===== config.mk =====
export PLATFORM = sky130hd
export DESIGN_NAME = btn_conditioner
export DESIGN_NICKNAME = d
export VERILOG_FILES = /design/src/rtl/btn_pkg.sv /design/src/rtl/btn_channel.sv /design/src/rtl/btn_conditioner.sv
export SDC_FILE = /design/constraint.sdc
export NUM_CORES = 1
export LEC_CHECK = 0
export ABC_CLOCK_PERIOD_IN_PS = 1900
export CAP_MARGIN = 20
export CORE_MARGIN = 4
export CORE_UTILIZATION = 40
export DETAILED_ROUTE_END_ITERATION = 8
export GPL_TIMING_DRIVEN = 0
export SLEW_MARGIN = 20
export SYNTH_ARGS = -nofsm -noshare
export SYNTH_HDL_FRONTEND = slang
export SYNTH_HIERARCHICAL = 1
export SYNTH_SLANG_ARGS = --single-unit

===== constraint.sdc =====
create_clock -name clk -period 1.9 [get_ports clk]
set_input_delay 0.475 -clock clk [delete_from_list [all_inputs] [get_ports clk]]
set_output_delay 0.475 -clock clk [all_outputs]
set_load 0.05 [all_outputs]

===== src/rtl/btn_pkg.sv =====
// Shared constants and types for the push-button front end.
package btn_pkg;

  localparam int BTN_START   = 0;
  localparam int BTN_PAUSE   = 1;
  localparam int BTN_SUB_SEC = 4;
  localparam int BTN_ADD_MIN = 5;
  localparam int BTN_MODE    = 7;

  // add/subtract buttons auto-repeat while held
  localparam logic [7:0] REPEAT_MASK_DEFAULT = 8'b0011_0000;

  typedef enum logic [1:0] {
    RPT_IDLE,
    RPT_FIRST,
    RPT_PERIOD
  } rpt_state_e;

endpackage


===== src/rtl/btn_channel.sv =====
// One button: 2-flop synchroniser, counter debouncer, optional auto-repeat FSM.
module btn_channel
  import btn_pkg::*;
#(
  parameter int DEBOUNCE_CYCLES = 2,
  parameter int REPEAT_DELAY    = 8,
  parameter int REPEAT_PERIOD   = 4,
  parameter bit REPEAT_EN       = 1'b0
) (
  input  logic clk,
  input  logic rst,
  input  logic btn,
  output logic pressed,
  output logic press_pulse,
  output logic release_pulse
);

  localparam int CW   = $clog2(DEBOUNCE_CYCLES + 1);
  localparam int RMAX = (REPEAT_DELAY > REPEAT_PERIOD) ? REPEAT_DELAY : REPEAT_PERIOD;
  localparam int RW   = $clog2(RMAX + 1);

  localparam logic [CW-1:0] DB_LAST = CW'(DEBOUNCE_CYCLES - 1);
  localparam logic [RW-1:0] RD_LAST = RW'(REPEAT_DELAY - 1);
  localparam logic [RW-1:0] RP_LAST = RW'(REPEAT_PERIOD - 1);

  logic          s1, s2, lvl;
  logic [CW-1:0] cnt;
  logic          accept, rise, fall;

  rpt_state_e    state_q, state_d;
  logic [RW-1:0] rcnt_q, rcnt_d;
  logic          rep_fire;

  assign lvl    = ~s2;
  assign accept = (lvl != pressed) && (cnt == DB_LAST);
  assign rise   = accept & lvl;
  assign fall   = accept & ~lvl;

  always_ff @(posedge clk) begin
    if (rst) begin
      s1            <= 1'b1;
      s2            <= 1'b1;
      pressed       <= 1'b0;
      cnt           <= '0;
      press_pulse   <= 1'b0;
      release_pulse <= 1'b0;
    end else begin
      s1 <= btn;
      s2 <= s1;
      if (lvl == pressed) begin
        cnt <= '0;
      end else if (cnt == DB_LAST) begin
        pressed <= lvl;
        cnt     <= '0;
      end else begin
        cnt <= cnt + 1'b1;
      end
      press_pulse   <= rise | rep_fire;
      release_pulse <= fall;
    end
  end

  always_ff @(posedge clk) begin
    if (rst) begin
      state_q <= REPEAT_EN ? RPT_FIRST : RPT_IDLE;
      rcnt_q  <= '0;
    end else begin
      state_q <= state_d;
      rcnt_q  <= rcnt_d;
    end
  end

  // A release wins over a due repeat, so no pulse lands in the release cycle.
  always_comb begin
    state_d  = state_q;
    rcnt_d   = rcnt_q;
    rep_fire = 1'b0;
    if (!REPEAT_EN) begin
      state_d = RPT_IDLE;
      rcnt_d  = '0;
    end else if (fall) begin
      state_d = RPT_IDLE;
      rcnt_d  = '0;
    end else if (rise) begin
      state_d = RPT_FIRST;
      rcnt_d  = '0;
    end else if (pressed) begin
      unique case (state_q)
        RPT_FIRST: begin
          if (rcnt_q == RD_LAST) begin
            rep_fire = 1'b1;
            rcnt_d   = '0;
            state_d  = RPT_PERIOD;
          end else begin
            rcnt_d = rcnt_q + 1'b1;
          end
        end
        RPT_PERIOD: begin
          if (rcnt_q == RP_LAST) begin
            rep_fire = 1'b1;
            rcnt_d   = '0;
          end else begin
            rcnt_d = rcnt_q + 1'b1;
          end
        end
        default: ;
      endcase
    end
  end

endmodule


===== src/rtl/btn_conditioner.sv =====
// Button front end: N_BTN independent synchronise/debounce/repeat channels.
module btn_conditioner
  import btn_pkg::*;
#(
  parameter int               N_BTN           = 8,
  parameter int               DEBOUNCE_CYCLES = 2,
  parameter int               REPEAT_DELAY    = 8,
  parameter int               REPEAT_PERIOD   = 4,
  parameter logic [N_BTN-1:0] REPEAT_MASK     = N_BTN'(REPEAT_MASK_DEFAULT)
) (
  input  logic             clk,
  input  logic             rst,
  input  logic [N_BTN-1:0] btn,
  output logic [N_BTN-1:0] pressed,
  output logic [N_BTN-1:0] press_pulse,
  output logic [N_BTN-1:0] release_pulse
);

  for (genvar i = 0; i < N_BTN; i++) begin : g_ch
    btn_channel #(
      .DEBOUNCE_CYCLES(DEBOUNCE_CYCLES),
      .REPEAT_DELAY   (REPEAT_DELAY),
      .REPEAT_PERIOD  (REPEAT_PERIOD),
      .REPEAT_EN      (REPEAT_MASK[i])
    ) u_ch (
      .clk          (clk),
      .rst          (rst),
      .btn          (btn[i]),
      .pressed      (pressed[i]),
      .press_pulse  (press_pulse[i]),
      .release_pulse(release_pulse[i])
    );
  end

endmodule


==> impl_results.md, run 1 <==
* Final min period at roughly 1800 ps
* Commonest cells after routing, fill and taps aside: 68 x dfxtp_1, 24 x dlygate4sd2_1, 22 x nor2_1
* Hold Buf Count CTS at 0
* HP Start: g_ch[4].u_ch/s1$_SDFF_PP1_
* Fmax achieved at approximately 0.57 GHz
* Dpl hpwl at 2660 um
* Chip height at just under 90 um
* Post-Syn Instances at 226
* Register area share after synthesis at 0.547
* P&R area growth vs syn at 25.1%
* VDD IR max at just under 0.5 mV
* CP max FO at 5
* Cell area after placement at 0.00293 mm2
* R2R depth at 5
* CP Buf/Inv Count at 1
* GRT Overall Usage at 0.117
* Number of diodes at 0
* Mapped cell area at ~0.0025 mm2
* Final Hold Vio Count at 0
* Distinct cells, synth at 28
* Placed cells at about 340
* H-tree levels at 3
* TritonRoute pass-1 iters at 4
* Worst Path Required at between 1000 and 1500 ps
* Die ar. at between 0.007 and 0.008 mm2
* Rows at 28
* Wire length per cell at roughly 11 um
* Worst-path cell chain: dlygate4sd2_1
* Syn Area/Cell at about 11 um2
* Residual DRC at 0
* Via density at 4.78
* Final nets at 295
* Slew headroom at 0.665
* Hold Crit Endpoint: g_ch[4].u_ch/s2$_SDFF_PP1_
* Antenna violations before repair at 0
* Cell Pwr Density at between 900 and 1000 mW/mm2
* Worst r2r src: g_ch[5].u_ch/state_q[0]$_SDFFE_PP1P_
* Total Wirelength at roughly 3900 um
* Slowest-stage cell, CP: dlygate4sd2_1
* Crit-path max cell delay at approximately 560 ps
* Number of vias in the routed layout at about 1,700
* Max Cap Viol at 0
* Final Non-Filler Cells at around 350
* RSZ-0062 raised after global routing: no
* FF-to-FF setup slack at 240 ps
* Worst hold stages at 1
* Syn_nets at 250
* Detailed Route Iter0 Violations at a little under 60
* Grt ovf at 0
* Initial Utilization at 0.416
* Hold Path Class: flip-flop to flip-flop
* Bufs on Longest Clock Path at 2
* CORE AREA at ~0.006 mm2
* Port bufs at 33
* Global-route wire length before repair at 7010 um
* Critical R2R Capture: g_ch[5].u_ch/rcnt_q[3]$_SDFFE_PP0P_
* Placer congestion estimate at 0.756
* Status: finished clean
* Worst endpoint data arrival time at 1290 ps
* Startpoint types: flip-flop
* Final Skew at 8.96 ps
* Final setup viols at 0
* Kind of critical path: flip-flop to output port
* Total CTS buffers at 9
* Leakage power total at 0.00132 uW
* Largest net degree at the start of global routing at between 40 and 50
* Root Driver: clkbuf_8
* Clk_lat worst skew at roughly 330 ps
* Clock transition at the registers of the reported paths at ~80 ps
* Worst slew pin tran at between 500 and 600 ps
* FF+latch count, synth at just under 70
* CTS Sinks at 68
* TritonCTS clock tree: built
* Final critical-path share of the clock period at 0.931
* Finished Cell Area at 0.00312 mm2
* Commonest non-fill, non-tap cell in the layout: dfxtp_1
* Die X at 86.9 um
* CP Capture Type: output port
* IO Count at 34
* Share of layout cells above drive strength 1 at 0.170
* Post-DRT Antenna Nets at 0
* Ys Warns at 6
* CP top delay family: buffers and inverters
* Final Max Tran Viols at 0
* Vias in the first global route at approximately 1,600
[power by group]
part	internal, uW	switching (uW)	total, uW
Combinational	99.6	142	242
Clock	739	535	1270
Sequential	1470	33.5	1510
[Yosys cell counts, drive strengths merged]
cell | number | share of area
or2 | 16 | 0.040
nor2b | 2 | 0.0050
and4b | 8 | 0.035
xnor2 | 2 | 0.0070
a21oi | 4 | 0.0080
a21o | 2 | 0.0060
inv | 14 | 0.021
nor4 | 12 | 0.030
ha | 14 | 0.070
nor4b | 6 | 0.021
a211oi | 8 | 0.024
nor2 | 22 | 0.033
nand2b | 2 | 0.011
dfxtp | 68 | 0.55
a221oi | 2 | 0.0070
nand3 | 2 | 0.0040
a31oi | 2 | 0.0050
or4 | 4 | 0.012
o21ai | 6 | 0.012
mux2 | 2 | 0.0090
buf | 2 | 0.0090
xor2 | 10 | 0.035
nand2 | 4 | 0.0060
and4bb | 2 | 0.010
mux2i | 2 | 0.0080
or3 | 2 | 0.0050
nor3b | 6 | 0.018
[worst max-delay path by stage]
stage | start | end | depth (start not counted)
2_1_floorplan | g_ch[4].u_ch/pressed$_SDFFE_PP0N_ | g_ch[4].u_ch/rcnt_q[3]$_SDFFE_PP0P_ | 4
3_3_place_gp | rst | g_ch[4].u_ch/state_q[0]$_SDFFE_PP1P_ | 2
3_5_place_dp | g_ch[6].u_ch/pressed$_SDFFE_PP0P_ | pressed[6] | 1
4_1_cts | g_ch[6].u_ch/pressed$_SDFFE_PP0P_ | pressed[6] | 1
5_1_grt | g_ch[6].u_ch/pressed$_SDFFE_PP0P_ | pressed[6] | 1
6_report | g_ch[7].u_ch/pressed$_SDFFE_PP0P_ | pressed[7] | 1
[layer usage]
metal / vias to the layer above / GRT usage / wire length [um]
met2: 29 / 0.177 / 1590
met4: 0 / 0.0637 / 92
met1: 748 / 0.148 / 2030
li1: 891 / - / -
met3: 10 / 0.0350 / 193
met5: - / 0 / 0
[state kept, by name (all words and copies together) (netlist names)]
| name | flops |
|---|---|
| g_ch.u_ch/cnt | 16 |
| g_ch.u_ch/state_q | 4 |
| g_ch.u_ch/rcnt_q | 8 |
| g_ch.u_ch/s2 | 8 |
| g_ch.u_ch/s1 | 8 |
| g_ch.u_ch/pressed | 8 |
| g_ch.u_ch/press_pulse | 8 |
| g_ch.u_ch/release_pulse | 8 |
[stage by stage]
stage	TNS [ps]	total power (uW)	hold WS [ps]	util	setup slack, ps
6_report	0	3020	406	0.520	131
5_1_grt	0	3160	423	0.520	54.9
4_1_cts	0	3070	413	0.520	103
3_5_place_dp	0	1790	396	0.489	190
3_3_place_gp	-46910	1790	392	0.486	-914
2_1_floorplan	0	1700	389	-	345
[cell families (layout without fill, tap and decap cells)]
| logic type | count (synthesis) | after routing | share of synthesized area |
|---|---|---|---|
| and+or+nand+nor | 88 | 88 | 0.231 |
| DFF | 68 | 68 | 0.547 |
| AOI/OAI and AO/OA | 24 | 24 | 0.0623 |
| buffers and inverters | 16 | 66 | 0.0301 |
| adders and majority gates | 14 | 14 | 0.0704 |
| xor gates and xnor gates | 12 | 12 | 0.0422 |
| muxes | 4 | 4 | 0.0171 |
[what timing repair did]
action | in CTS | in global routing
setup buffers | 0 | 0
gates resized for setup | 24 | 0
setup endpoints to repair | 24 | 0
[cell type report]
cell class                      instances  area (um2)
Buffer                                  2        22.5
Timing Repair Buffer                   34         315
Tap cell                               75        93.8
Fill cell                             567        2880
Clock buffer                           10         128
Multi-Input combinational cell        142        1050
Sequential cell                        68        1360
Clock inverter                          6        88.8
Inverter                               14        52.6
Note: power is estimated with default switching activity, not from simulation.
==> run 2, diff against run 1 <==
--- a/config.mk
+++ b/config.mk
@@ -10,8 +10,7 @@
 export CORE_MARGIN = 4
 export CORE_UTILIZATION = 40
 export DETAILED_ROUTE_END_ITERATION = 8
-export GPL_TIMING_DRIVEN = 0
-export SLEW_MARGIN = 20
+export GPL_TIMING_DRIVEN = 1
 export SYNTH_ARGS = -nofsm -noshare
 export SYNTH_HDL_FRONTEND = slang
 export SYNTH_HIERARCHICAL = 1
==> run 2 against run 1 <==
Clock-buffer cell count is the same. Sequential power is essentially flat. Clock power decreased by 14%. Fmax increased by 12%. Critical path depth stayed put. Global-route usage hardly changed. Worst hold slack better by 1.1 ps. Via count fell by 0.18%. Cell count shrank 1.1%.
==> impl_results.md, run 2 (synthesis gave the netlist of run 1 again) <==
* Number of diodes at 0
* Met1 wire length at about 2000 um
* Layout fillers at 560
* GRT Overall Usage at 0.117
* Share of layout cells above drive strength 1 at 0.250
* Placer congestion estimate at slightly below 0.8
* Commonest cells after routing, fill and taps aside: 68 x dfxtp_1, 24 x buf_4, 22 x nor2_1
* Max Cap Viol at 0
* P&R area growth vs syn at 22.3%
* Worst Path Required at approximately 1400 ps
* Clk_lat worst skew at 320 ps
* Worst endpoint data arrival time at 1100 ps
* Resized cells post-CTS at 0
* Dpl hpwl at 2770 um
* Fmax achieved at 0.634 GHz
* Detailed Route Iter0 Violations at 40
* Final critical-path share of the clock period at 0.830
* Hold Path Class: flip-flop to flip-flop
* Wire length per cell at 11.5 um
* CP Buf/Inv Count at 1
* Antenna violations before repair at 0
* Chip height at a little under 90 um
* Sequential cell area at ~0.0014 mm2
* Die X at 86.9 um
* Number of vias in the routed layout at between 1,500 and 2,000
* Final Max Tran Viols at 0
* Final nets at about 300
* Startpoint types: flip-flop
* Residual DRC at 0
* Kind of critical path: flip-flop to output port
* H-tree levels at 3
* Status: finished clean
* Largest register by flop count: g_ch.u_ch/cnt
* Port bufs at 33
* TritonRoute pass-1 iters at 4
* Setup_tns at 0 ps
* Crit-path max cell delay at roughly 590 ps
* CTS Sinks at 68
* Bufs on Longest Clock Path at 2
* IO Count at 34
* Worst-path cell chain: buf_12
* Grt ovf at 0
* CP top delay family: flip-flops
* Root Driver: clkbuf_8
* Total Wirelength at 3980 um
* Met3 wire len at approximately 220 um
* Multi-input gate area at between 0.001 and 0.0015 mm2
* Die ar. at 0.00755 mm2
* CP max FO at 9
* Rows at 28
* Overall power at around 2800 uW
* Initial Utilization at 0.416
* CP Capture Type: output port
* Worst slew pin tran at 711 ps
* Commonest non-fill, non-tap cell in the layout: dfxtp_1
* Final setup viols at 0
* Total CTS buffers at 9
* Final Hold Vio Count at 0
* Hold Buf Count CTS at 0
* Largest net degree at the start of global routing at 46
* RSZ-0062 raised after global routing: no
* Uppermost routed layer: met4
* Slew headroom at 0.526
* Vias in the first global route at 1,604
* TritonCTS clock tree: built
* Cell Pwr Density at between 900 and 1000 mW/mm2
* VDD IR max at 0.503 mV
* Global-route wire length before repair at 6980 um
* Max FFs per register at 16
* Post-CTS setup buffers at 0
* Leakage power total at 0.00124 uW
* CORE AREA at between 0.005 and 0.006 mm2
* Final Skew at about 6.3 ps
* Final min period at 1580 ps
* Post-DRT Antenna Nets at 0
* Slowest-stage cell, CP: dfxtp_1
* Clock transition at the registers of the reported paths at about 60 ps
* Via density at 4.83
* Met2 Wirelength at 1720 um
## run 2: path summary, 6_finish.rpt
| kind | from | endpoint | slack (ps) | depth (start not counted) |
|---|---|---|---|---|
| hold / removal | g_ch[4].u_ch/s1$_SDFF_PP1_ | g_ch[4].u_ch/s2$_SDFF_PP1_ | 410 | 1 |
| setup / recovery | g_ch[5].u_ch/pressed$_SDFFE_PP0N_ | pressed[5] | 320 | 1 |
| hold reg to reg | g_ch[4].u_ch/s1$_SDFF_PP1_ | g_ch[4].u_ch/s2$_SDFF_PP1_ | 410 | 1 |
| setup reg to reg | g_ch[5].u_ch/state_q[0]$_SDFFE_PP1P_ | g_ch[5].u_ch/rcnt_q[3]$_SDFFE_PP0P_ | 320 | 5 |
## run 2: final cells by class
cell class | count | area share
Multi-Input combinational cell | 142 | 0.346
Clock buffer | 10 | 0.0452
Sequential cell | 68 | 0.447
Tap cell | 75 | 0.0308
Clock inverter | 3 | 0.0132
Timing Repair Buffer | 35 | 0.100
Inverter | 14 | 0.0173
## run 2: metrics by stage
stage	instance area, um2	setup slack, ps	cells	util	hold WS, ps
6_report	3040	322	347	0.508	407
3_5_place_dp	2870	308	334	0.478	393
5_1_grt	3040	191	347	0.508	418
4_1_cts	3040	291	347	0.508	409
3_3_place_gp	2870	365	334	0.478	391
2_1_floorplan	2490	345	226	-	389
## run 2: routing by layer
metal  vias to the layer above  GRT usage
li1                        886          -
met1                       751      0.147
met2                        32      0.176
met3                         6     0.0464
met4                         0     0.0552
met5                         -          0
## run 2: power by group
group          internal [uW]  switching, uW
Clock                    615            479
Sequential              1470           42.9
Combinational            105            133
Total                   2190            655
==> run 3, diff against run 2 <==
--- a/config.mk
+++ b/config.mk
@@ -5,7 +5,7 @@
 export SDC_FILE = /design/constraint.sdc
 export NUM_CORES = 1
 export LEC_CHECK = 0
-export ABC_CLOCK_PERIOD_IN_PS = 1900
+export ABC_CLOCK_PERIOD_IN_PS = 1300
 export CAP_MARGIN = 20
 export CORE_MARGIN = 4
 export CORE_UTILIZATION = 40
==> constraint.sdc (replaced) <==
create_clock -name clk -period 1.3 [get_ports clk]
set_input_delay 0.325 -clock clk [delete_from_list [all_inputs] [get_ports clk]]
set_output_delay 0.325 -clock clk [all_outputs]
set_load 0.05 [all_outputs]
==> run 3 against run 2 <==
The run now ends with negative setup slack left. Non-clock buffer count up 20. Clock-buffer cell count up 4. First-iteration DRC count rose by 100%. Highest routed layer unchanged.
==> impl_results.md, run 3 (synthesis gave the netlist of run 1 again) <==
* Worst endpoint data arrival time at roughly 1700 ps
* TritonCTS clock tree: built
* Final Hold Vio Count at 0
* CP Buf/Inv Count at 1
* Max FFs per register at 16
* CP Capture Type: flip-flop
* Status: finished, violations left
* Crit-path max cell delay at 490 ps
* Worst-path cell chain: inv_2 -> ha_4 -> nand2b_4 -> or4_4 -> a21oi_2
* Port bufs at 33
* Final setup viols at 6
* Worst Path Required at 1560 ps
* Initial Utilization at 0.416
* Post-Place Setup Slack at -102 ps
* Violated checks: negative setup slack
* GRT Overall Usage at 0.118
* Clk_lat worst skew at between 300 and 400 ps
* Share of layout cells above drive strength 1 at 0.408
* Final Non-Filler Cells at ~370
* Residual DRC at 0
* VDD IR max at 0.686 mV
* H-tree levels at 3
* CP max FO at 5
* Root Driver: clkbuf_8
* Max Cap Viol at 0
* Hold Slack at 313 ps
* Grt ovf at 0
* Slew headroom at 0.821
* Final nets at between 300 and 400
* Die ar. at 0.00755 mm2
* Number of cells on the critical path at 5
* Chip height at 86.9 um
* Number of vias in the routed layout at 1,759
* Number of diodes at 0
* Via density at 4.77
* Total Wirelength at between 4000 and 5000 um
* Final WS setup at -142 ps
* CTS Sinks at between 60 and 70
* Placed cells at 351
* Startpoint types: flip-flop
* Fmax achieved at between 0.6 and 0.7 GHz
* R2R depth at 5
* Commonest non-fill, non-tap cell in the layout: dfxtp_1
* Post-DRT Antenna Nets at 0
* IO Count at 34
* Kind of critical path: flip-flop to flip-flop
* Worst slew pin tran at roughly 260 ps
* RSZ-0062 raised after global routing: yes
* CP top delay family: simple AND/OR/NAND/NOR gates
* Detailed Route Iter0 Violations at 80
* Antenna violations before repair at 0
* Final Max Tran Viols at 0
* Final min period at between 1000 and 1500 ps
* Dpl hpwl at between 2000 and 3000 um
* P&R area growth vs syn at 45.0%
* CORE AREA at around 0.0060 mm2
* Clock transition at the registers of the reported paths at 70 ps
* Worst hold stages at 2
* Final Skew at approximately 5.0 ps
* TritonRoute pass-1 iters at 4
* Rows at 28
* Commonest cells after routing, fill and taps aside: 53 x dfxtp_1, 24 x buf_12, 22 x nor2_1
* Largest net degree at the start of global routing at 26
* Bufs on Longest Clock Path at 2
* Setup_tns at -537 ps
* Layout fillers at roughly 500
* Vias in the first global route at 1,592
* Final critical-path share of the clock period at 1.11
* Total CTS buffers at 9
* Global-route wire length before repair at around 6900 um
* Slowest-stage cell, CP: or4_4
* Cell Pwr Density at roughly 1200 mW/mm2
* Leakage power total at 0.00141 uW
* Die X at 86.9 um
* Placer congestion estimate at between 0.8 and 0.9
* Hold Path Class: input port to flip-flop
* Wire length per cell at around 11 um
* Overall power at around 4400 uW
* Largest register by flop count: g_ch.u_ch/cnt
## run 3: layer usage
layer,global-route usage,routed length (um)
met1,0.149,2060
met2,0.165,1880
met3,0.0539,230
met4,0.0666,44
met5,0,0
## run 3: repair_timing
item	in CTS	in global routing
pin swaps	1	7
gates resized for setup	4	22
buffers inserted	1	2
hold buffers	0	0
setup endpoints to repair	9	13
## run 3: worst paths after layout
kind,startpoint,end,slack (ps)
min reg2reg,g_ch[1].u_ch/s1$_SDFF_PP1_,g_ch[1].u_ch/s2$_SDFF_PP1_,400
min,rst,g_ch[5].u_ch/pressed$_SDFFE_PP0N_,310
max,g_ch[5].u_ch/state_q[0]$_SDFFE_PP1P_,g_ch[5].u_ch/rcnt_q[2]$_SDFFE_PP0P_,-140
max reg2reg,g_ch[5].u_ch/state_q[0]$_SDFFE_PP1P_,g_ch[5].u_ch/rcnt_q[2]$_SDFFE_PP0P_,-140
## run 3: stage by stage
step           cell area [um2]  utilization
4_1_cts                   3530        0.590
3_5_place_dp              3310        0.552
6_report                  3610        0.603
5_1_grt                   3610        0.603
3_3_place_gp              3310        0.552
2_1_floorplan             2530            -
## run 3: cell type report
cell class,instances,area (um2),area share
flip-flops and latches,68,1390,0.384
multi-input cells,142,1140,0.315
repair buffers,55,738,0.204
clock buffers,14,173,0.0478
well taps,75,93.8,0.0260
inverters,14,52.6,0.0146
clock inverters,1,30.0,0.00832
## run 3: worst register-to-register path: cells and delay by family, from the launching register on
kind                     cells  cell delay, ps
adder cells (fa/ha/maj)      1             210
AND/OR/NAND/NOR              2             650
flip-flops                   1             340
AO/OA/AOI/OAI                1             130
buffers and inverters        1              50
## run 3: power breakdown
| group | leakage [uW] | switching (uW) | internal [uW] |
|---|---|---|---|
| logic | 0.000750 | 207 | 226 |
| registers | 0.000559 | 69.5 | 2160 |
| clock network | 0.000103 | 705 | 1040 |
